[src/rtl/conv_pkg.sv]
// Constants and types shared by the row feeder and the downstream 8x8 row-convolution PE.
// Row geometry, filter width, FSM encoding and the row record carried through the output buffer.
package conv_pkg;

  localparam int PIX_W   = 2;
  localparam int ROW_PIX = 8;
  localparam int ROWS    = 8;
  localparam int TAPS    = 3;
  localparam int ROW_W   = PIX_W * ROW_PIX;
  localparam int FLT_W   = PIX_W * TAPS;
  localparam int IDX_W   = 3;

  typedef enum logic {
    IDLE = 1'b0,
    RUN  = 1'b1
  } state_t;

  typedef struct packed {
    logic [ROW_W-1:0] data;
    logic [IDX_W-1:0] idx;
    logic             last;
  } row_t;

  // Returns row with the pixel slot at column col replaced by pix.
  function automatic logic [ROW_W-1:0] put_pix(input logic [ROW_W-1:0] row,
                                               input logic [IDX_W-1:0] col,
                                               input logic [PIX_W-1:0] pix);
    logic [ROW_W-1:0] r;
    r = row;
    r[int'(col)*PIX_W +: PIX_W] = pix;
    return r;
  endfunction

endpackage

[src/rtl/conv_row_feeder_if.sv]
// Filter, pixel and row handshakes between the row feeder and its neighbours.
// master = upstream source / PE side, slave = the feeder itself.
interface conv_row_feeder_if;
  import conv_pkg::*;

  logic             flt_valid;
  logic             flt_ready;
  logic [FLT_W-1:0] flt_data;
  logic             px_valid;
  logic             px_ready;
  logic [PIX_W-1:0] px_data;
  logic             row_valid;
  logic             row_ready;
  logic [ROW_W-1:0] row_data;
  logic [FLT_W-1:0] filter_out;
  logic [IDX_W-1:0] row_idx;
  logic             row_last;

  modport master (
    output flt_valid, flt_data, px_valid, px_data, row_ready,
    input  flt_ready, px_ready, row_valid, row_data, filter_out, row_idx, row_last
  );

  modport slave (
    input  flt_valid, flt_data, px_valid, px_data, row_ready,
    output flt_ready, px_ready, row_valid, row_data, filter_out, row_idx, row_last
  );

endinterface

[src/rtl/row_skid_buf.sv]
// One-entry valid/ready holding register; zero-bubble reload when drained and refilled on the same edge.
// Latency 1 cycle; in_rdy_o = empty or being drained, content held stable while out_rdy_i is low.
module row_skid_buf
  import conv_pkg::*;
(
  input  logic clk,
  input  logic rst_n,
  input  logic in_vld_i,
  input  row_t in_dat_i,
  output logic in_rdy_o,
  output logic out_vld_o,
  output row_t out_dat_o,
  input  logic out_rdy_i
);

  logic vld_q, vld_d;
  row_t dat_q, dat_d;

  assign in_rdy_o  = !vld_q || out_rdy_i;
  assign out_vld_o = vld_q;
  assign out_dat_o = dat_q;

  always_comb begin
    vld_d = vld_q;
    dat_d = dat_q;
    if (in_vld_i && in_rdy_o) begin
      vld_d = 1'b1;
      dat_d = in_dat_i;
    end else if (out_rdy_i) begin
      vld_d = 1'b0;
    end
  end

  always_ff @(posedge clk or negedge rst_n) begin
    if (!rst_n) begin
      vld_q <= 1'b0;
      dat_q <= '0;
    end else begin
      vld_q <= vld_d;
      dat_q <= dat_d;
    end
  end

endmodule

[src/rtl/conv_row_feeder.sv]
// Packs serial 2-bit pixels into 8-pixel rows and presents them with the held filter; 1-cycle latency from 8th pixel.
// Double-buffered: one row assembles while one waits; px_ready drops only when both buffers hold rows.
module conv_row_feeder
  import conv_pkg::*;
(
  input logic clk,
  input logic rst_n,
  conv_row_feeder_if.slave bus
);

  localparam logic [IDX_W-1:0] COL_LAST = IDX_W'(ROW_PIX - 1);
  localparam logic [IDX_W-1:0] ROW_LAST = IDX_W'(ROWS - 1);

  state_t           state_q, state_d;
  logic [FLT_W-1:0] flt_q, flt_d;
  logic [IDX_W-1:0] col_q, col_d;
  logic [IDX_W-1:0] row_q, row_d;
  logic [ROW_W-1:0] asm_q, asm_d;
  logic             asm_full_q, asm_full_d;

  logic             flt_rdy, px_rdy;
  logic             flt_take, px_take, row_done;
  logic             frame_bnd;
  logic [ROW_W-1:0] asm_next;
  logic             push_vld, push_rdy, push_take;
  row_t             push_dat;
  logic             out_vld;
  row_t             out_dat;

  // A new filter may only land between frames, with nothing assembled or pending.
  assign frame_bnd = (col_q == '0) && (row_q == '0) && !asm_full_q && !out_vld;

  assign flt_take = bus.flt_valid && flt_rdy;
  assign px_take  = bus.px_valid && px_rdy;
  assign row_done = px_take && (col_q == COL_LAST);
  assign asm_next = put_pix(asm_q, col_q, bus.px_data);

  // A parked full row always has priority; it cannot coincide with row_done since px_ready is low then.
  assign push_vld      = asm_full_q || row_done;
  assign push_dat.data = asm_full_q ? asm_q : asm_next;
  assign push_dat.idx  = row_q;
  assign push_dat.last = (row_q == ROW_LAST);
  assign push_take     = push_vld && push_rdy;

  always_comb begin
    state_d    = state_q;
    flt_d      = flt_q;
    col_d      = col_q;
    row_d      = row_q;
    asm_d      = asm_q;
    asm_full_d = asm_full_q;
    flt_rdy    = 1'b0;
    px_rdy     = 1'b0;

    case (state_q)
      IDLE: begin
        flt_rdy = 1'b1;
        if (bus.flt_valid) begin
          state_d = RUN;
        end
      end
      RUN: begin
        flt_rdy = frame_bnd;
        px_rdy  = !asm_full_q && !(frame_bnd && bus.flt_valid);
      end
      default: state_d = IDLE;
    endcase

    if (flt_take) begin
      flt_d = bus.flt_data;
    end

    if (px_take) begin
      asm_d = asm_next;
      col_d = col_q + 3'd1;
    end

    if (push_take) begin
      row_d = row_q + 3'd1;
    end

    if (row_done && !push_rdy) begin
      asm_full_d = 1'b1;
    end else if (asm_full_q && push_rdy) begin
      asm_full_d = 1'b0;
    end
  end

  always_ff @(posedge clk or negedge rst_n) begin
    if (!rst_n) begin
      state_q    <= IDLE;
      flt_q      <= '0;
      col_q      <= '0;
      row_q      <= '0;
      asm_q      <= '0;
      asm_full_q <= 1'b0;
    end else begin
      state_q    <= state_d;
      flt_q      <= flt_d;
      col_q      <= col_d;
      row_q      <= row_d;
      asm_q      <= asm_d;
      asm_full_q <= asm_full_d;
    end
  end

  row_skid_buf u_out_buf (
    .clk       (clk),
    .rst_n     (rst_n),
    .in_vld_i  (push_vld),
    .in_dat_i  (push_dat),
    .in_rdy_o  (push_rdy),
    .out_vld_o (out_vld),
    .out_dat_o (out_dat),
    .out_rdy_i (bus.row_ready)
  );

  assign bus.flt_ready  = flt_rdy;
  assign bus.px_ready   = px_rdy;
  assign bus.row_valid  = out_vld;
  assign bus.row_data   = out_dat.data;
  assign bus.row_idx    = out_dat.idx;
  assign bus.row_last   = out_vld && out_dat.last;
  assign bus.filter_out = flt_q;

endmodule
[src/flat_wrapper.sv]
// flat-port wrapper written by rule: the top's interface ports become plain ports
module conv_row_feeder_flat import conv_pkg::*;
  (clk, rst_n, bus_flt_valid, bus_flt_data, bus_px_valid, bus_px_data, bus_row_ready, bus_flt_ready, bus_px_ready, bus_row_valid, bus_row_data, bus_filter_out, bus_row_idx, bus_row_last);
  conv_row_feeder_if bus_i ();
  input logic clk;
  input logic rst_n;
  input wire logic [$bits(bus_i.flt_valid)-1:0] bus_flt_valid;
  input wire logic [$bits(bus_i.flt_data)-1:0] bus_flt_data;
  input wire logic [$bits(bus_i.px_valid)-1:0] bus_px_valid;
  input wire logic [$bits(bus_i.px_data)-1:0] bus_px_data;
  input wire logic [$bits(bus_i.row_ready)-1:0] bus_row_ready;
  output wire logic [$bits(bus_i.flt_ready)-1:0] bus_flt_ready;
  output wire logic [$bits(bus_i.px_ready)-1:0] bus_px_ready;
  output wire logic [$bits(bus_i.row_valid)-1:0] bus_row_valid;
  output wire logic [$bits(bus_i.row_data)-1:0] bus_row_data;
  output wire logic [$bits(bus_i.filter_out)-1:0] bus_filter_out;
  output wire logic [$bits(bus_i.row_idx)-1:0] bus_row_idx;
  output wire logic [$bits(bus_i.row_last)-1:0] bus_row_last;
  assign bus_i.flt_valid = bus_flt_valid;
  assign bus_i.flt_data = bus_flt_data;
  assign bus_i.px_valid = bus_px_valid;
  assign bus_i.px_data = bus_px_data;
  assign bus_i.row_ready = bus_row_ready;
  assign bus_flt_ready = bus_i.flt_ready;
  assign bus_px_ready = bus_i.px_ready;
  assign bus_row_valid = bus_i.row_valid;
  assign bus_row_data = bus_i.row_data;
  assign bus_filter_out = bus_i.filter_out;
  assign bus_row_idx = bus_i.row_idx;
  assign bus_row_last = bus_i.row_last;
  conv_row_feeder u_core (.clk(clk), .rst_n(rst_n), .bus(bus_i));
endmodule
[config.mk]
export PLATFORM = sky130hd
export DESIGN_NAME = conv_row_feeder_flat
export DESIGN_NICKNAME = d
export VERILOG_FILES = /design/src/rtl/conv_pkg.sv /design/src/rtl/conv_row_feeder_if.sv /design/src/rtl/row_skid_buf.sv /design/src/rtl/conv_row_feeder.sv /design/src/flat_wrapper.sv
export SDC_FILE = /design/constraint.sdc
export NUM_CORES = 1
export LEC_CHECK = 0
export ABC_CLOCK_PERIOD_IN_PS = 3900
export CORE_MARGIN = 1.5
export CORE_UTILIZATION = 40
export CTS_CLUSTER_SIZE = 16
export DETAILED_ROUTE_END_ITERATION = 16
export PLACE_DENSITY = 0.66
export SLEW_MARGIN = 20
export SYNTH_ARGS = -nofsm -noshare
export SYNTH_HDL_FRONTEND = slang
export SYNTH_SLANG_ARGS = --single-unit
[constraint.sdc]
create_clock -name clk -period 3.9 [get_ports clk]
set_clock_uncertainty 0.2 [all_clocks]
set_input_delay 0.78 -clock clk [delete_from_list [all_inputs] [get_ports clk]]
set_output_delay 0.78 -clock clk [all_outputs]
set_load 0.005 [all_outputs]
; Word-level counts from Yosys, hierarchy flattened
; Cells that the tools add are included.
[totals]
ff_bits = 51
input_bits = 13
output_inout_bits = 29
word_cells = 50
[op_classes]
n_addsub = 3
eq_ne = 2
shifts = 2
mux = 10
bitwise_logic = 1
n_reduce_logical = 22
[op_table]
columns = operator, n
row1 = negator 4 -> 33 bit, 1
row2 = variable shift 2 x 33 -> 16 bit (first input constant), 1
row3 = indexed part select 2 x 33 -> 16 bit, 1
row4 = bitwise mux 16 bit, 1
row5 = two-way mux 16 bit, 1
row6 = logical AND 1 bit, 12
row7 = two-way mux 1 bit, 7
row8 = adder 3 x 1 -> 3 bit (second input constant), 2
row9 = == test 3 bit (second input constant), 2
row10 = logical NOT 3 bit, 2
row11 = logical NOT 1 bit, 4
row12 = nonzero test 2 bit, 2
row13 = logical OR 1 bit, 2
row14 = one-hot mux 1 bit (2 select lines), 1
row15 = inverter 1 bit, 1

; Depth between registers and ports, before layout
; Gate-level depths: netlist of the first run.
[depth]
depth_word = 13
ltp_mapped = 9
mapped_depth_nobuf = 7

; Modules after synthesis
; A second synthesis of the first run with hierarchy kept.
[hier_totals]
cells_unflattened = 178
area_unflattened_um2 = 2544.9
[modules_own_cells]
columns = module, instances, cells_each, area_per_inst_um2, seq_area_each_um2
row1 = conv_row_feeder, 1, 132, 1646.6, 750.7
row2 = row_skid_buf, 1, 46, 898.4, 525.5

; Worst setup path after synthesis of the first run
; Ideal clock, no wire load.
[synth_timing]
path_kind = reg-to-reg
startpoint = reg u_core.col_q[0]
endpoint = reg u_core.u_out_buf.dat_q, in the netlist u_core.u_out_buf.out_dat_o[12]
setup_time_ns = 0.125
arrival_ns = 2.064
t_required_ns = 3.575
setup_slack_ns = 1.511
path_stages_with_launch = 8
path_buffers = 0
period_less_slack_ns = 2.389
cell_sequence = dfrtp_1 inv_1 ha_1 ha_1 nor2b_1 and4bb_2 mux2_2 mux2_4
[synth_via]
elab_chain_cells = 12
elab_cells_between_ends = 18
classes_between = add/sub (1) / eq/ne (1) / shift (2) / mux (3) / reduce/logical (11)
[synth_rtl]
columns = element, line_no
row1 = "start, declared", conv_row_feeder.sv:16  ; logic [IDX_W-1:0] col_q, col_d;
row2 = "start signal, assigned", conv_row_feeder.sv:100  ; col_q <= col_d;
row3 = "parallel branches: the longest is 12 deep, another holds negator 4 -> 33 bit", n/a
row4 = "end signal, assigned", row_skid_buf.sv:40  ; dat_q <= dat_d;
row5 = "end, declared", row_skid_buf.sv:17  ; row_t dat_q, dat_d;
; Several ways; the timed one is not identified.
; A chain may end at the register's enable or synchronous reset.

; Worst setup path after layout of the first run
[layout_timing]
startpoint = reg u_core.col_q[0]
endpoint = out bus_px_ready
[layout_via]
elab_chain_cells = 8
[layout_rtl]
columns = element, line_no
row1 = logical NOT 3 bit, conv_row_feeder.sv:31  ; assign frame_bnd = (col_q == '0) && (row_q == '0) && !asm_full_q && !out_vld;
row2 = logical AND 1 bit (3 in a row), conv_row_feeder.sv:31
row3 = logical AND 1 bit, conv_row_feeder.sv:64  ; px_rdy = !asm_full_q && !(frame_bnd && bus.flt_valid);
row4 = logical NOT 1 bit, conv_row_feeder.sv:64
row5 = logical AND 1 bit, conv_row_feeder.sv:64
row6 = two-way mux 1 bit, conv_row_feeder.sv:55  ; case (state_q)
row7 = "end, declared", flat_wrapper.sv:13  ; output wire logic [$bits(bus_i.px_ready)-1:0] bus_px_ready;
; No other way between the ends.

==> metrics.log, run 1 <==
INFO  metric outcome = finished, violations left
INFO  metric violations = DRC
INFO  metric grt_pass1_vias = between 1500 and 2000
INFO  metric finish.utilization = around half
INFO  metric ir_worst_vdd = between 0.2 and 0.3 mV
INFO  metric critical_path.reg2reg.startpoint = u_core.col_q[0]
INFO  metric global_route_wire_length_before_repair = roughly 7800 um
INFO  metric cts_post_setup_buffers_inserted = 0
INFO  metric antenna_found_initial = 0
INFO  metric floorplan.die.width = ~85 um
INFO  metric post-route-worst-setup-slack = 516 ps
INFO  metric initial_utilization = a little over two fifths
INFO  metric post_dp_cell_area = ~3000 um2
INFO  metric final_period_minus_worst_setup_slack = 3380 ps
INFO  metric period_share = between 80% and 90%
INFO  metric cts.path.max_buffers = 2
INFO  metric synth_nets = roughly 230
INFO  metric dr.pass1.iters = 10
INFO  metric area_growth = 17.8%
INFO  metric fin_area = ~3200 um2
INFO  metric dpl_worst_slack = 576 ps
INFO  metric grt_setup_unrepaired = false
INFO  metric setup.worst_path.class = reg2out
INFO  metric gp_routability_congestion = 0.791
INFO  metric buffer_ports.inserted = between 40 and 50
INFO  metric fmax = around 300 MHz
INFO  metric detail_route.wl_per_cell = roughly 14 um
INFO  metric postSynthRegisterBits = 51
INFO  metric global_route.usage.total = ~14%
INFO  metric cts_h_tree_depth = 2
INFO  metric rr_endpoint = u_core.u_out_buf.out_dat_o[7]
INFO  metric boundary_pins = 42
INFO  metric final.fill_count = ~580
INFO  metric hpwlAfterDp = 3200 um
INFO  metric drt_drc_violations_left = 8
INFO  metric cts.hold.buffers_added = 0
INFO  metric cts_repair_resize_count = 0
INFO  metric worstSetupStartpointType = register
INFO  metric final_instance_count_without_filler_cells = 310
INFO  metric hold_path_end = u_core.u_out_buf.out_dat_o[10]
INFO  metric setup-tns-final = 0 ps
INFO  metric p_total = about 2.3 mW
INFO  metric holdCritStartpoint = u_core.u_out_buf.out_dat_o[10]
INFO  metric ys_types = 30
INFO  metric worst_ep_required_time = a little under 3000 ps
INFO  metric core_area = 6420 um2
INFO  metric tightestPinTransition = a little over 800 ps
INFO  metric hold-path-cell-count = 1
INFO  metric post_synthesis_cells = ~210
INFO  metric seq_area_frac_synth = 47.5%
INFO  metric hold_violations = 0
INFO  metric nets = approximately 260
INFO  metric critical_path_peak_fanout = 9
INFO  metric grt_max_degree = 37
INFO  metric leakage_power = 1.48 nW
INFO  metric row_count = 29
INFO  metric tritoncts = yes
INFO  metric drive_gt1_share = between 30% and 40%
INFO  metric drt-initial-drc-count = between 60 and 70
INFO  metric dpl.cell_count = roughly 300
INFO  metric chipHeight = around 85 um
INFO  metric clkLatencyLatePin = around 300 ps
INFO  metric synth_area = between 2000 and 3000 um2
INFO  metric max-cap-violations = 0
INFO  metric reg2regPathDepth = 8
INFO  metric report.final.setup_viol = 0
INFO  metric dr_total_vias = roughly 1500
INFO  metric cts.clk_slew.worst_paths = around 90 ps
INFO  metric finalHoldWorstSlack = 301 ps
INFO  metric critical_path.endpoint_type = output port
INFO  metric ys.warnings.count = 0
INFO  metric drt_wl_total = roughly 4400 um
INFO  metric power_density = between 700 and 800 nW/um2
INFO  metric cts.root.buffer_cell = clkbuf_8
INFO  metric cp_data_arrival_time = 2400 ps
INFO  metric synth_area_per_cell = ~13 um2
INFO  metric hold_path_class = reg2reg
INFO  metric cts_sinks = 51
INFO  metric ant_nets = 0
INFO  metric grt-ovfl-total = 0
INFO  metric antennaDiodeCount = 0
INFO  metric r2r_setup_slack = approximately 830 ps
INFO  metric floorplan.die_area = between 7000 and 8000 um2
INFO  metric tritoncts_buffer_count = 5
INFO  metric routed_via_density = roughly 4.9
INFO  metric max_slew_margin = 46.1%
INFO  metric maxSlewViolCount = 0
[metal layers]
| layer | wire length [um] | global-route usage (%) |
|---|---|---|
| met2 | 1980 | 21.9 |
| met4 | 57 | 4.47 |
| met5 | 0 | 0 |
| met1 | 2180 | 18.8 |
| met3 | 217 | 3.50 |
[flip-flops by register name, indices dropped and copies added (netlist names)]
| signal | count |
|---|---|
| u_core.asm_full_q | 1 |
| u_core.u_out_buf.out_dat_o | 20 |
| u_core.col_q | 3 |
| u_core.asm_q | 16 |
| u_core.row_q | 3 |
| u_core.bus.filter_out | 6 |
| u_core.state_q | 1 |
| u_core.u_out_buf.out_vld_o | 1 |
[report_power, final]
group          internal (mW)  switching [mW]  total [mW]  leakage (nW)
Sequential             0.730           0.132       0.862         0.662
Clock                  0.256           0.167       0.424        0.0654
Combinational          0.638           0.392        1.03         0.751
[logic make-up after synthesis]
group	after synthesis	synth area share [%]
buffers and inverters	28	7.22
AND/OR/NAND/NOR	48	9.60
flip-flops	51	47.5
adder cells (fa/ha/maj)	10	4.66
XOR/XNOR	2	0.652
multiplexers	62	29.2
AO/OA/AOI/OAI	4	1.12
[synth_stat cells, drive strengths merged]
cell type,number,area [um2]
nand3,5,25.0
or2,2,12.5
nand2,8,30.0
nand2b,5,31.3
a21o,1,7.51
nor2,17,63.8
and4bb,2,25.0
nor2b,2,12.5
and2,1,6.26
nand4bb,1,11.3
mux2,62,785
dfrtp,51,1280
nand4,1,6.26
xnor2,2,17.5
inv,5,18.8
buf,23,175
or3,1,6.26
ha,10,125
a21oi,1,5.00
a211oi,1,12.5
o21ai,1,5.00
and4b,1,10.0
and3,2,17.5
[cell usage in the layout (no fill, tap or decap), drive strengths merged, types with 2 or more instances in the layout]
| cell | Yosys | layout |
|---|---|---|
| mux2 | 62 | 62 |
| dfrtp | 51 | 51 |
| clkdlybuf4s50 | 0 | 40 |
| nor2 | 17 | 17 |
| ha | 10 | 10 |
| nand2 | 8 | 8 |
| clkbuf | 0 | 6 |
| inv | 5 | 5 |
| nand2b | 5 | 5 |
| nand3 | 5 | 5 |
| buf | 23 | 3 |
| xnor2 | 2 | 2 |
| bufinv | 0 | 2 |
| and4bb | 2 | 2 |
| or2 | 2 | 2 |
| nor2b | 2 | 2 |
| and3 | 2 | 2 |
[how the worst max path moves through the flow]
stage / startpoint / end / depth (start not counted)
final: u_core.col_q[0] / bus_px_ready / 8
after global routing: u_core.col_q[0] / bus_px_ready / 8
after CTS: u_core.col_q[0] / bus_px_ready / 8
after detailed placement: bus_flt_valid / u_core.u_out_buf.out_dat_o[12] / 6
after global placement: bus_flt_valid / u_core.row_q[2] / 6
after floorplan: u_core.col_q[0] / u_core.u_out_buf.out_dat_o[12] / 7
[critical path: stages, from the launching register on]
cell             delay (ps)
dfrtp_1                 500
inv_1                   140
ha_1                    220
ha_1                    250
and4bb_1                260
nand2_1                  70
nand2_1                  50
nor2_1                   90
clkdlybuf4s50_1         510
[final cells by class]
type | instances | area, um2 | area share (%)
flip-flops and latches | 51 | 1280 | 40.4
clock inverters | 2 | 60.1 | 1.90
clock buffers | 6 | 72.6 | 2.30
inverters | 5 | 18.8 | 0.594
repair buffers | 43 | 420 | 13.3
multi-input cells | 126 | 1220 | 38.5
well taps | 77 | 96.3 | 3.05
Note: power is estimated with default switching activity, not from simulation.
==> run 2: changes to the inputs <==
--- a/config.mk
+++ b/config.mk
@@ -6,6 +6,7 @@
 export NUM_CORES = 1
 export LEC_CHECK = 0
 export ABC_CLOCK_PERIOD_IN_PS = 3900
+export CORE_ASPECT_RATIO = 2
 export CORE_MARGIN = 1.5
 export CORE_UTILIZATION = 40
 export CTS_CLUSTER_SIZE = 16
==> metrics.log, run 2 (synthesized netlist as in run 1, its figures left out) <==
INFO  metric reg2regPathDepth = 8 (unchanged)
INFO  metric hold_violations = 0 (unchanged)
INFO  metric report.final.setup_viol = 0 (unchanged)
INFO  metric ant_nets = 0 (unchanged)
INFO  metric worstPathCellList = inv_1 > ha_1 > ha_1 > and4bb_1 > nand2_1 > nand2_1 > nor2_1 > clkdlybuf4s50_1
INFO  metric post_dp_cell_area = 3040 um2 (+0.45%)
INFO  metric hold_path_class = reg2reg
INFO  metric drive_gt1_share = 33.0% (+0.43 points)
INFO  metric grt_max_degree = 40 (+8.1%)
INFO  metric cts_sinks = 51 (unchanged)
INFO  metric tritoncts_buffer_count = 5 (unchanged)
INFO  metric hpwlAfterDp = 3780 um (+18%)
INFO  metric drt_wl_total = 5020 um (+13%)
INFO  metric setup.worst_path.class = reg2out
INFO  metric drt-initial-drc-count = 49 (-20%)
INFO  metric gp_routability_congestion = 0.850 (+7.4%)
INFO  metric hold-path-cell-count = 1 (unchanged)
INFO  metric cts.path.max_buffers = 2 (unchanged)
INFO  metric global_route.usage.total = 15.8% (+2.0 points)
INFO  metric boundary_pins = 42 (unchanged)
INFO  metric cts.hold.buffers_added = 0 (unchanged)
INFO  metric period_share = 86.8% (about the same)
INFO  metric floorplan.die.width = 60.9 um (-28%)
INFO  metric switching_power = 0.723 mW (+4.5%)
INFO  metric grt-ovfl-total = 0 (unchanged)
INFO  metric floorplan.die_area = 7240 um2 (+0.42%)
INFO  metric setup-tns-final = 0 ps (unchanged)
INFO  metric final_period_minus_worst_setup_slack = 3390 ps (+3.07 ps)
INFO  metric nets = 255 (unchanged)
INFO  metric cts_repair_resize_count = 0 (unchanged)
INFO  metric slowest_cell_on_crit_path = clkdlybuf4s50_1
INFO  metric final_cell_mix = dfrtp_1 (51), clkdlybuf4s50_1 (40), mux2_2 (38)
INFO  metric worstSetupStartpointType = register
INFO  metric power_density = 750 nW/um2 (+2.4%)
INFO  metric critical_path.reg2reg.startpoint = u_core.col_q[0]
INFO  metric hold_path_end = u_core.u_out_buf.out_dat_o[10]
INFO  metric cp_data_arrival_time = 2410 ps (about the same)
INFO  metric area_growth = 19.8%
INFO  metric max_slew_margin = 40.6% (-5.5 points)
INFO  metric global_route_wire_length_before_repair = 8360 um (+7.3%)
INFO  metric ir_worst_vdd = 0.288 mV (+0.98%)
INFO  metric grt_setup_unrepaired = false
INFO  metric holdCritStartpoint = u_core.u_out_buf.out_dat_o[10]
INFO  metric tritoncts = yes
INFO  metric r2r_setup_slack = 920 ps (+90 ps)
INFO  metric routed_via_density = 4.82 (-2.4%)
INFO  metric critical_path_peak_fanout = 9 (unchanged)
INFO  metric cts.root.buffer_cell = clkbuf_16
INFO  metric tightestPinTransition = 891 ps (+82.5 ps)
INFO  metric final.fill_count = 609 (+4.5%)
INFO  metric cts_h_tree_depth = 2 (unchanged)
INFO  metric detail_route.wl_per_cell = 15.6 um (+9.3%)
INFO  metric largest_register_ff_count = 20 (unchanged)
INFO  metric power_frac_seq = 35.9% (-1.3 points)
INFO  metric p_int = 1.69 mW (+4.0%)
INFO  metric fmax = 295 MHz (about the same)
INFO  metric final_common_cell = dfrtp_1
INFO  metric worst_ep_required_time = 2920 ps (about the same)
INFO  metric critical_path.endpoint_type = output port
INFO  metric drt_drc_violations_left = 0 (-8)
INFO  metric cts.clk_slew.worst_paths = 70 ps (-20 ps)
INFO  metric p_sw_share = 30.0% (+0.11 points)
INFO  metric outcome = finished, final reports clean
INFO  metric fin_area = 3220 um2 (+1.7%)
INFO  metric share_clk_of_total_power = 20.9% (+2.6 points)
INFO  metric finish.utilization = 49.0% (-0.26 points)
INFO  metric max-cap-violations = 0 (unchanged)
INFO  metric buffer_ports.inserted = 41 (unchanged)
INFO  metric row_count = 42 (+45%)
INFO  metric leakage_power = 1.50 nW (+1.5%)
INFO  metric combinationalPowerShare = 43.2% (-1.3 points)
INFO  metric rr_endpoint = u_core.u_out_buf.out_dat_o[14]
INFO  metric grt_pass1_vias = 1666 (+4.4%)
INFO  metric cts_post_setup_buffers_inserted = 0 (unchanged)
INFO  metric dr_total_vias = 1548 (+1.0%)
INFO  metric initial_utilization = 40.9% (-0.93 points)
INFO  metric finalHoldWorstSlack = 287 ps (-14.1 ps)
INFO  metric antennaDiodeCount = 0 (unchanged)
INFO  metric dr.pass1.iters = 4 (-6)
INFO  metric clkLatencyLatePin = 290 ps (about the same)
INFO  metric antenna_found_initial = 0 (unchanged)
INFO  metric core_area = 6570 um2 (+2.3%)
INFO  metric chipHeight = 119 um (+40%)
INFO  metric maxSlewViolCount = 0 (unchanged)
INFO  metric crit_path_max_incr_delay = 510 ps (about the same)
-- run 2: per-layer routing --
| metal | GRT usage [%] | part of all wire (%) |
|---|---|---|
| met5 | 0 | 0 |
| met4 | 6.11 | 2.1 |
| met2 | 28.6 | 58 |
| met3 | 3.15 | 2.3 |
| met1 | 17.0 | 38 |
-- run 2: final cells by class --
class / instances / area [um2] / area share (%)
sequential: 51 / 1280 / 39.7
multi-input combinational: 126 / 1220 / 37.8
timing repair buffer: 43 / 420 / 13.1
clock buffer: 6 / 139 / 4.32
tap: 88 / 110 / 3.42
clock inverter: 2 / 35.0 / 1.09
inverter: 5 / 18.8 / 0.583
-- run 2: critical path: cells and delay by family, from the launching register on --
family        cells  cell delay (ps)
buf+inv           2              650
simple gates      4              510
flops             1              480
fa+ha+maj         2              480
-- run 2: metrics by stage --
stage	setup WS [ps]	total power, mW	cells
2_1_floorplan	1510	1.63	205
3_3_place_gp	739	1.91	313
3_5_place_dp	688	1.93	313
4_1_cts	477	2.45	321
5_1_grt	345	2.57	321
6_report	513	2.41	321
-- run 2: power by group through the flow --
stage | clock network (mW) | logic [mW] | registers (mW)
6_report | 0.505 | 1.04 | 0.865
5_1_grt | 0.539 | 1.14 | 0.897
4_1_cts | 0.519 | 1.06 | 0.869
3_5_place_dp | 0 | 1.06 | 0.874
2_1_floorplan | 0 | 0.794 | 0.840
3_3_place_gp | 0 | 1.04 | 0.871
-- run 2: how the worst max path moves through the flow --
stage	slack, ps	depth (start not counted)	to	startpoint
after CTS	480	8	bus_px_ready	u_core.col_q[0]
after floorplan	1510	7	u_core.u_out_buf.out_dat_o[12]	u_core.col_q[0]
after detailed placement	690	6	u_core.u_out_buf.out_dat_o[6]	bus_flt_valid
after global placement	740	6	u_core.u_out_buf.out_dat_o[6]	bus_flt_valid
final	510	8	bus_px_ready	u_core.col_q[0]
after global routing	340	8	bus_px_ready	u_core.col_q[0]
